==> src/rtl/pe16_pkg.sv <==
// Shared widths, defaults and constants for the 16-lane align/add pipeline.
package pe16_pkg;

  localparam int LANES         = 16;
  localparam int MAN_W         = 26;
  localparam int EXP_W         = 10;
  localparam int SHIFT_W       = 10;
  localparam int SUM_W         = 36;
  localparam int FP64_EXP_W    = 12;
  localparam int FP64_MAN_W    = 53;
  localparam int GUARD_DEF     = 6;
  localparam int SHIFT_SAT_DEF = 31;

  localparam logic [1:0] MODE_IDLE = 2'b11;

endpackage

==> src/rtl/align_shift.sv <==
// One lane: append guard zeros, clamp the shift, arithmetic right shift, collect sticky.
module align_shift
  import pe16_pkg::*;
#(
  parameter int GUARD     = GUARD_DEF,
  parameter int SHIFT_SAT = SHIFT_SAT_DEF,
  localparam int AW       = MAN_W + GUARD
) (
  input  logic [MAN_W-1:0]   man,
  input  logic [SHIFT_W-1:0] shift,
  output logic [AW-1:0]      aligned,
  output logic               sticky
);

  logic [AW-1:0]      ext;
  logic [AW-1:0]      mask;
  logic [SHIFT_W-1:0] sh_clamp;

  assign ext = {man, {GUARD{1'b0}}};

  // The out-of-range test uses the raw amount so a huge shift reports every original bit as lost.
  always_comb begin
    sh_clamp = (shift >= SHIFT_W'(SHIFT_SAT)) ? SHIFT_W'(SHIFT_SAT) : shift;
    mask     = '0;
    aligned  = '0;
    sticky   = 1'b0;
    if (shift >= SHIFT_W'(AW)) begin
      aligned = {AW{ext[AW-1]}};
      sticky  = |ext;
    end else begin
      aligned = $signed(ext) >>> sh_clamp;
      mask    = ~({AW{1'b1}} << sh_clamp);
      sticky  = |(ext & mask);
    end
  end

endmodule

==> src/rtl/pip2_align_add.sv <==
// Two-stage pipeline: align 16 signed lane products, reduce to 4 partial sums, then to one sum.
module pip2_align_add
  import pe16_pkg::*;
#(
  parameter int GUARD     = GUARD_DEF,
  parameter int SHIFT_SAT = SHIFT_SAT_DEF
) (
  input  logic                  clk,
  input  logic                  rstn,
  input  logic [1:0]            mode_sel_pip1,
  input  logic                  i_valid,
  input  logic [EXP_W-1:0]      i_exp_max,
  input  logic [SHIFT_W-1:0]    i_shift0, i_shift1, i_shift2, i_shift3,
  input  logic [SHIFT_W-1:0]    i_shift4, i_shift5, i_shift6, i_shift7,
  input  logic [SHIFT_W-1:0]    i_shift8, i_shift9, i_shiftA, i_shiftB,
  input  logic [SHIFT_W-1:0]    i_shiftC, i_shiftD, i_shiftE, i_shiftF,
  input  logic [MAN_W-1:0]      i_man_AB0, i_man_AB1, i_man_AB2, i_man_AB3,
  input  logic [MAN_W-1:0]      i_man_AB4, i_man_AB5, i_man_AB6, i_man_AB7,
  input  logic [MAN_W-1:0]      i_man_AB8, i_man_AB9, i_man_ABA, i_man_ABB,
  input  logic [MAN_W-1:0]      i_man_ABC, i_man_ABD, i_man_ABE, i_man_ABF,
  input  logic                  i_sign_AB_fp64,
  input  logic [FP64_EXP_W-1:0] i_exp_AB_fp64,
  input  logic [FP64_MAN_W-1:0] i_man_A_53b,
  input  logic [FP64_MAN_W-1:0] i_man_B_53b,
  output logic [1:0]            mode_sel_pip2,
  output logic                  o_valid,
  output logic [EXP_W-1:0]      o_exp_max,
  output logic [SUM_W-1:0]      o_sum,
  output logic                  o_sticky,
  output logic                  o_sign_AB_fp64,
  output logic [FP64_EXP_W-1:0] o_exp_AB_fp64,
  output logic [FP64_MAN_W-1:0] o_man_A_53b,
  output logic [FP64_MAN_W-1:0] o_man_B_53b
);

  localparam int AW = MAN_W + GUARD;

  logic [MAN_W-1:0]   man     [LANES];
  logic [SHIFT_W-1:0] shift   [LANES];
  logic [AW-1:0]      aligned [LANES];
  logic [LANES-1:0]   sticky_lane;

  assign man[0]  = i_man_AB0;  assign man[1]  = i_man_AB1;
  assign man[2]  = i_man_AB2;  assign man[3]  = i_man_AB3;
  assign man[4]  = i_man_AB4;  assign man[5]  = i_man_AB5;
  assign man[6]  = i_man_AB6;  assign man[7]  = i_man_AB7;
  assign man[8]  = i_man_AB8;  assign man[9]  = i_man_AB9;
  assign man[10] = i_man_ABA;  assign man[11] = i_man_ABB;
  assign man[12] = i_man_ABC;  assign man[13] = i_man_ABD;
  assign man[14] = i_man_ABE;  assign man[15] = i_man_ABF;

  assign shift[0]  = i_shift0;  assign shift[1]  = i_shift1;
  assign shift[2]  = i_shift2;  assign shift[3]  = i_shift3;
  assign shift[4]  = i_shift4;  assign shift[5]  = i_shift5;
  assign shift[6]  = i_shift6;  assign shift[7]  = i_shift7;
  assign shift[8]  = i_shift8;  assign shift[9]  = i_shift9;
  assign shift[10] = i_shiftA;  assign shift[11] = i_shiftB;
  assign shift[12] = i_shiftC;  assign shift[13] = i_shiftD;
  assign shift[14] = i_shiftE;  assign shift[15] = i_shiftF;

  for (genvar l = 0; l < LANES; l++) begin : g_lane
    align_shift #(.GUARD(GUARD), .SHIFT_SAT(SHIFT_SAT)) u_align (
      .man     (man[l]),
      .shift   (shift[l]),
      .aligned (aligned[l]),
      .sticky  (sticky_lane[l])
    );
  end

  logic [SUM_W-1:0]      part_nxt [4];
  logic [SUM_W-1:0]      part_p1  [4];
  logic [SUM_W-1:0]      sum_nxt;
  logic                  valid_p1;
  logic [1:0]            mode_p1;
  logic                  sticky_p1;
  logic [EXP_W-1:0]      exp_p1;
  logic                  sign_p1;
  logic [FP64_EXP_W-1:0] exp_ab_p1;
  logic [FP64_MAN_W-1:0] man_a_p1;
  logic [FP64_MAN_W-1:0] man_b_p1;

  // Lanes are sign-extended to the full sum width, so neither tree level can overflow.
  always_comb begin
    for (int g = 0; g < 4; g++) begin
      part_nxt[g] = '0;
      for (int k = 0; k < 4; k++) begin
        part_nxt[g] = part_nxt[g] +
                      {{(SUM_W-AW){aligned[g*4+k][AW-1]}}, aligned[g*4+k]};
      end
    end
    sum_nxt = part_p1[0] + part_p1[1] + part_p1[2] + part_p1[3];
  end

  always_ff @(posedge clk or negedge rstn) begin
    if (!rstn) begin
      valid_p1      <= 1'b0;
      mode_p1       <= MODE_IDLE;
      o_valid       <= 1'b0;
      mode_sel_pip2 <= MODE_IDLE;
    end else begin
      valid_p1      <= i_valid;
      mode_p1       <= mode_sel_pip1;
      o_valid       <= valid_p1;
      mode_sel_pip2 <= mode_p1;
    end
  end

  always_ff @(posedge clk or negedge rstn) begin
    if (!rstn) begin
      for (int g = 0; g < 4; g++) part_p1[g] <= '0;
      sticky_p1 <= 1'b0;
      exp_p1    <= '0;
      sign_p1   <= 1'b0;
      exp_ab_p1 <= '0;
      man_a_p1  <= '0;
      man_b_p1  <= '0;
    end else if (i_valid) begin
      for (int g = 0; g < 4; g++) part_p1[g] <= part_nxt[g];
      sticky_p1 <= |sticky_lane;
      exp_p1    <= i_exp_max;
      sign_p1   <= i_sign_AB_fp64;
      exp_ab_p1 <= i_exp_AB_fp64;
      man_a_p1  <= i_man_A_53b;
      man_b_p1  <= i_man_B_53b;
    end
  end

  always_ff @(posedge clk or negedge rstn) begin
    if (!rstn) begin
      o_sum          <= '0;
      o_sticky       <= 1'b0;
      o_exp_max      <= '0;
      o_sign_AB_fp64 <= 1'b0;
      o_exp_AB_fp64  <= '0;
      o_man_A_53b    <= '0;
      o_man_B_53b    <= '0;
    end else if (valid_p1) begin
      o_sum          <= sum_nxt;
      o_sticky       <= sticky_p1;
      o_exp_max      <= exp_p1;
      o_sign_AB_fp64 <= sign_p1;
      o_exp_AB_fp64  <= exp_ab_p1;
      o_man_A_53b    <= man_a_p1;
      o_man_B_53b    <= man_b_p1;
    end
  end

endmodule
==> config.mk <==
export PLATFORM = sky130hd
export DESIGN_NAME = pip2_align_add
export DESIGN_NICKNAME = d
export VERILOG_FILES = /design/src/rtl/pe16_pkg.sv /design/src/rtl/align_shift.sv /design/src/rtl/pip2_align_add.sv
export SDC_FILE = /design/constraint.sdc
export NUM_CORES = 2
export LEC_CHECK = 0
export BUFFER_PORTS_ARGS = -buffer_cell sky130_fd_sc_hd__buf_2
export CORE_AREA = 2 2 423 425
export CTS_BUF_LIST = sky130_fd_sc_hd__clkbuf_8
export CTS_CLUSTER_SIZE = 10
export DETAILED_ROUTE_END_ITERATION = 16
export DIE_AREA = 0 0 425 427
export PLACE_DENSITY = 0.65
export SYNTH_ARGS = -nofsm -noshare
export SYNTH_HDL_FRONTEND = slang
export SYNTH_SLANG_ARGS = --single-unit
==> constraint.sdc <==
create_clock -name clk -period 4.7 [get_ports clk]
set_input_delay 0.47 -clock clk [delete_from_list [all_inputs] [get_ports clk]]
set_output_delay 0.47 -clock clk [all_outputs]
set_load 0.01 [all_outputs]
==> run_results.csv <==
group,metric,value,unit
status,outcome,"finished, violations left",
status,violations,"setup timing",
synthesis,synth_area,0.06173,mm^2
setup_path,required,5.22,ns
global_route,grt_pass1_vias,72090,
worst_hold_path,holdCritPathClass,"input port to flop",
routing,wl_per_cell,22.64,um
routing,met2_length,133700,um
clock_tree,root_buffer,"clkbuf_8",
routing,maxUsedRoutingLayer,"met5",
synthesis,synthesis.instances,7348,
setup_path,timing.critical_path.buf_inv,7,
floorplan,die_area,0.1815,mm^2
timing,worstMarginPinSlew,1.132,ns
floorplan,start_util,34.82,%
floorplan,ios,879,
routing,drc,0,
timing,skew,0.07471,ns
power,leakage,0.04330,uW
global_route,grt_pass1_wl,436000,um
routing,ant_nets,0,
timing,max_freq,161.2,MHz
timing,fin_crit_sh,132.0,%
layout,fin_util,54.07,%
job,maxCapViolations,0,
setup_path,cp.arrival,6.72,ns
routing,vias,72090,
timing,slew_violations,0,
timing,hold_ws,0.05758,ns
placed_design,gp_congestion,1.037,
synthesis,ys.flop_type,"dfrtp_1",
setup_path,crit_fanout,12,
layout,n_fill_cell,16190,
routing,wl,293800,um
synthesis,syn_nets,8559,
global_route,track_usage,30.67,%
global_route,antenna_found_initial,32,
timing,slew_headroom,24.51,%
floorplan,rows,155,
placed_design,hpwlAfterDp,240000,um
synthesis,syn_avg_cell_area,8.400,um^2
floorplan,dieWidth,425,um
routing,drt_pre_antenna_iters,7,
timing,setup_slack,-1.503,ns
global_route,grt_start_max_net_pins,123,
clock_tree,clock-sinks,442,
floorplan,core_area,0.1773,mm^2
routing,m1WireLength,127600,um
setup_path,cp_slowest_cell,"or4_4",
setup_path,r2r_setup_slack,0.26,ns
synthesis,seq_area_frac_synth,17.93,%
routing,vias_per_cell,5.556,
synthesis,synth_edf_count,0,
timing,min_period,6.203,ns
placed_design,io_buffers,878,
routing,drt-initial-drc-count,6407,
synthesis,synth-async-reset-ratio,100.0,%
setup_path,end_kind,"flop",
timing,rsz0062_at_grt,"true",
power,ir_drop,0.7391,mV
clock_tree,cts-buffers-inserted,75,
routing,wl_met3,22920,um
floorplan,die_y,427,um
synthesis,synth_cell_types,95,
setup_path,crit_path_max_incr_delay,0.56,ns
power,power.density,407.9,mW/mm^2
layout,final_cell_mix,"buf_4, buf_2, mux2i_1",
setup_path,critical_path_class,"input port to flop",
layout,fin_nets,11750,
placed_design,pre_cts_slack,-2.451,ns
synthesis,synth.yosys.warnings,0,
layout,final_common_cell,"buf_4",
layout,layout-drive-gt1-share,46.67,%
timing,hold_viol_final,0,
setup_path,startpoint_type,"input port",
clock_tree,clk_pin_slew,0.06,ns
synthesis,ys_ff_latch,442,
global_route,grt_overflow,0,
setup_path,cp_top_family,"compound AO/OA/AOI/OAI gates",
clock_tree,cts.path.max_buffers,3,
clock_tree,worstSkewPairLatency,0.70,ns
layout,area_growth_syn_to_layout,55.28,%
clock_tree,cts_max_level,3,
clock_tree,tritoncts,"done",
timing,setup_viol,125,
==> timing repair <==
action | CTS | global route
setup buffers | 160 | 66
hold buffers | 91 | 0
hold endpoints to repair | 204 | 0
pin swaps | 157 | 188
setup endpoints to repair | 126 | 129
resized for setup | 563 | 436
cloned | 5 | 3
==> routing by layer <==
metal  vias to the layer above  GRT usage [%]
met5                         -         0.4497
met4                        12          8.132
met3                       514          5.824
met2                      3042          49.34
met1                     35090          41.92
li1                      33440              -
==> through the flow <==
| step | power, uW | cells | instance area [um^2] | setup TNS [ns] |
|---|---|---|---|---|
| 2_1_floorplan | 22130 | 7348 | 62690 | -108.53 |
| 6_report | 39100 | 12980 | 95850 | -104.92 |
| 5_1_grt | 42040 | 12970 | 95830 | -123.94 |
| 3_3_place_gp | 31500 | 12550 | 87140 | -206.16 |
| 4_1_cts | 37740 | 12920 | 93490 | -96.80 |
| 3_5_place_dp | 32020 | 12550 | 87140 | -213.13 |
==> cells in the mapped netlist (all sizes together), types with 31 or more instances <==
library cell  number  area [um^2]
nor2b             57        356.6
a211oi           156         1176
nand2b            38        237.7
inv              246        923.4
dfrtp            438        10960
and2              40        250.2
nand4             46        287.8
a31oi             84        525.5
o211ai            46        345.3
clkbuf           370         1390
ha               171         2140
nand3            101        505.5
xor2              36        315.3
nand2            698         2620
mux2             519         5844
o22ai             50        312.8
o31ai             37        277.8
nor2             532         2012
fa               330         6606
o21a              53        397.9
nor3             147        785.8
a21oi            593         2968
and3              31        193.9
o21ai            567         2838
or3               55        344.1
mux2i           1026        10270
buf              122        540.5
nor4              83        525.5
xnor2             90        788.3
a21o             123        923.4
==> cells by family (layout without fill, tap and decap cells) <==
logic type | count (synthesis) | in the layout | share of synthesized area, %
AO/OA/AOI/OAI | 2058 | 2058 | 20.77
adder cells (fa/ha/maj) | 513 | 513 | 14.36
flip-flops | 442 | 442 | 17.93
multiplexers | 1550 | 1550 | 26.29
AND/OR/NAND/NOR | 1912 | 1912 | 14.19
other | 0 | 17 | 0
XOR/XNOR | 126 | 126 | 1.788
buffers and inverters | 747 | 4003 | 4.678
==> registers in the layout (all words and copies together) (netlist names) <==
register / flops
exp_ab_p1: 12
exp_p1: 10
man_a_p1: 53
man_b_p1: 53
mode_p1: 2
mode_sel_pip2: 2
o_exp_AB_fp64: 12
o_exp_max: 10
o_man_A_53b: 53
o_man_B_53b: 53
o_sign_AB_fp64: 1
o_sticky: 1
o_sum: 36
o_valid: 1
part_p1: 140
sign_p1: 1
sticky_p1: 1
valid_p1: 1
==> report_power, final <==
group | leakage (uW) | total [uW] | internal (uW) | switching, uW
combinational | 0.0372 | 29000 | 14200 | 14800
sequential | 0.00517 | 6360 | 5000 | 1350
clock | 0.000906 | 3780 | 2050 | 1730
==> layout make-up <==
class                   instances  area, um^2  share of cell area (%)
diodes                         17       42.54                 0.04438
clock buffers                  94        1294                   1.350
clock inverters                44       332.8                  0.3472
inverters                     255       959.7                   1.001
multi-input cells            6159       52690                   54.98
flip-flops and latches        442       11070                   11.55
well taps                    2355        2947                   3.074
repair buffers               3610       26510                   27.66
==> final timing paths <==
| kind | end | cells after the start | start |
|---|---|---|---|
| max | part_p1[94] | 28 | i_shift6[8] |
| min | exp_ab_p1[4] | 2 | i_exp_AB_fp64[4] |
| max reg2reg | o_sum[31] | 15 | part_p1[0] |
| min reg2reg | mode_sel_pip2[0] | 0 | mode_p1[0] |
| max in group asynchronous | valid_p1 | 3 | rstn |
| min in group asynchronous | man_a_p1[31] | 2 | rstn |
No activity file was read; power rests on OpenSTA's default activity.
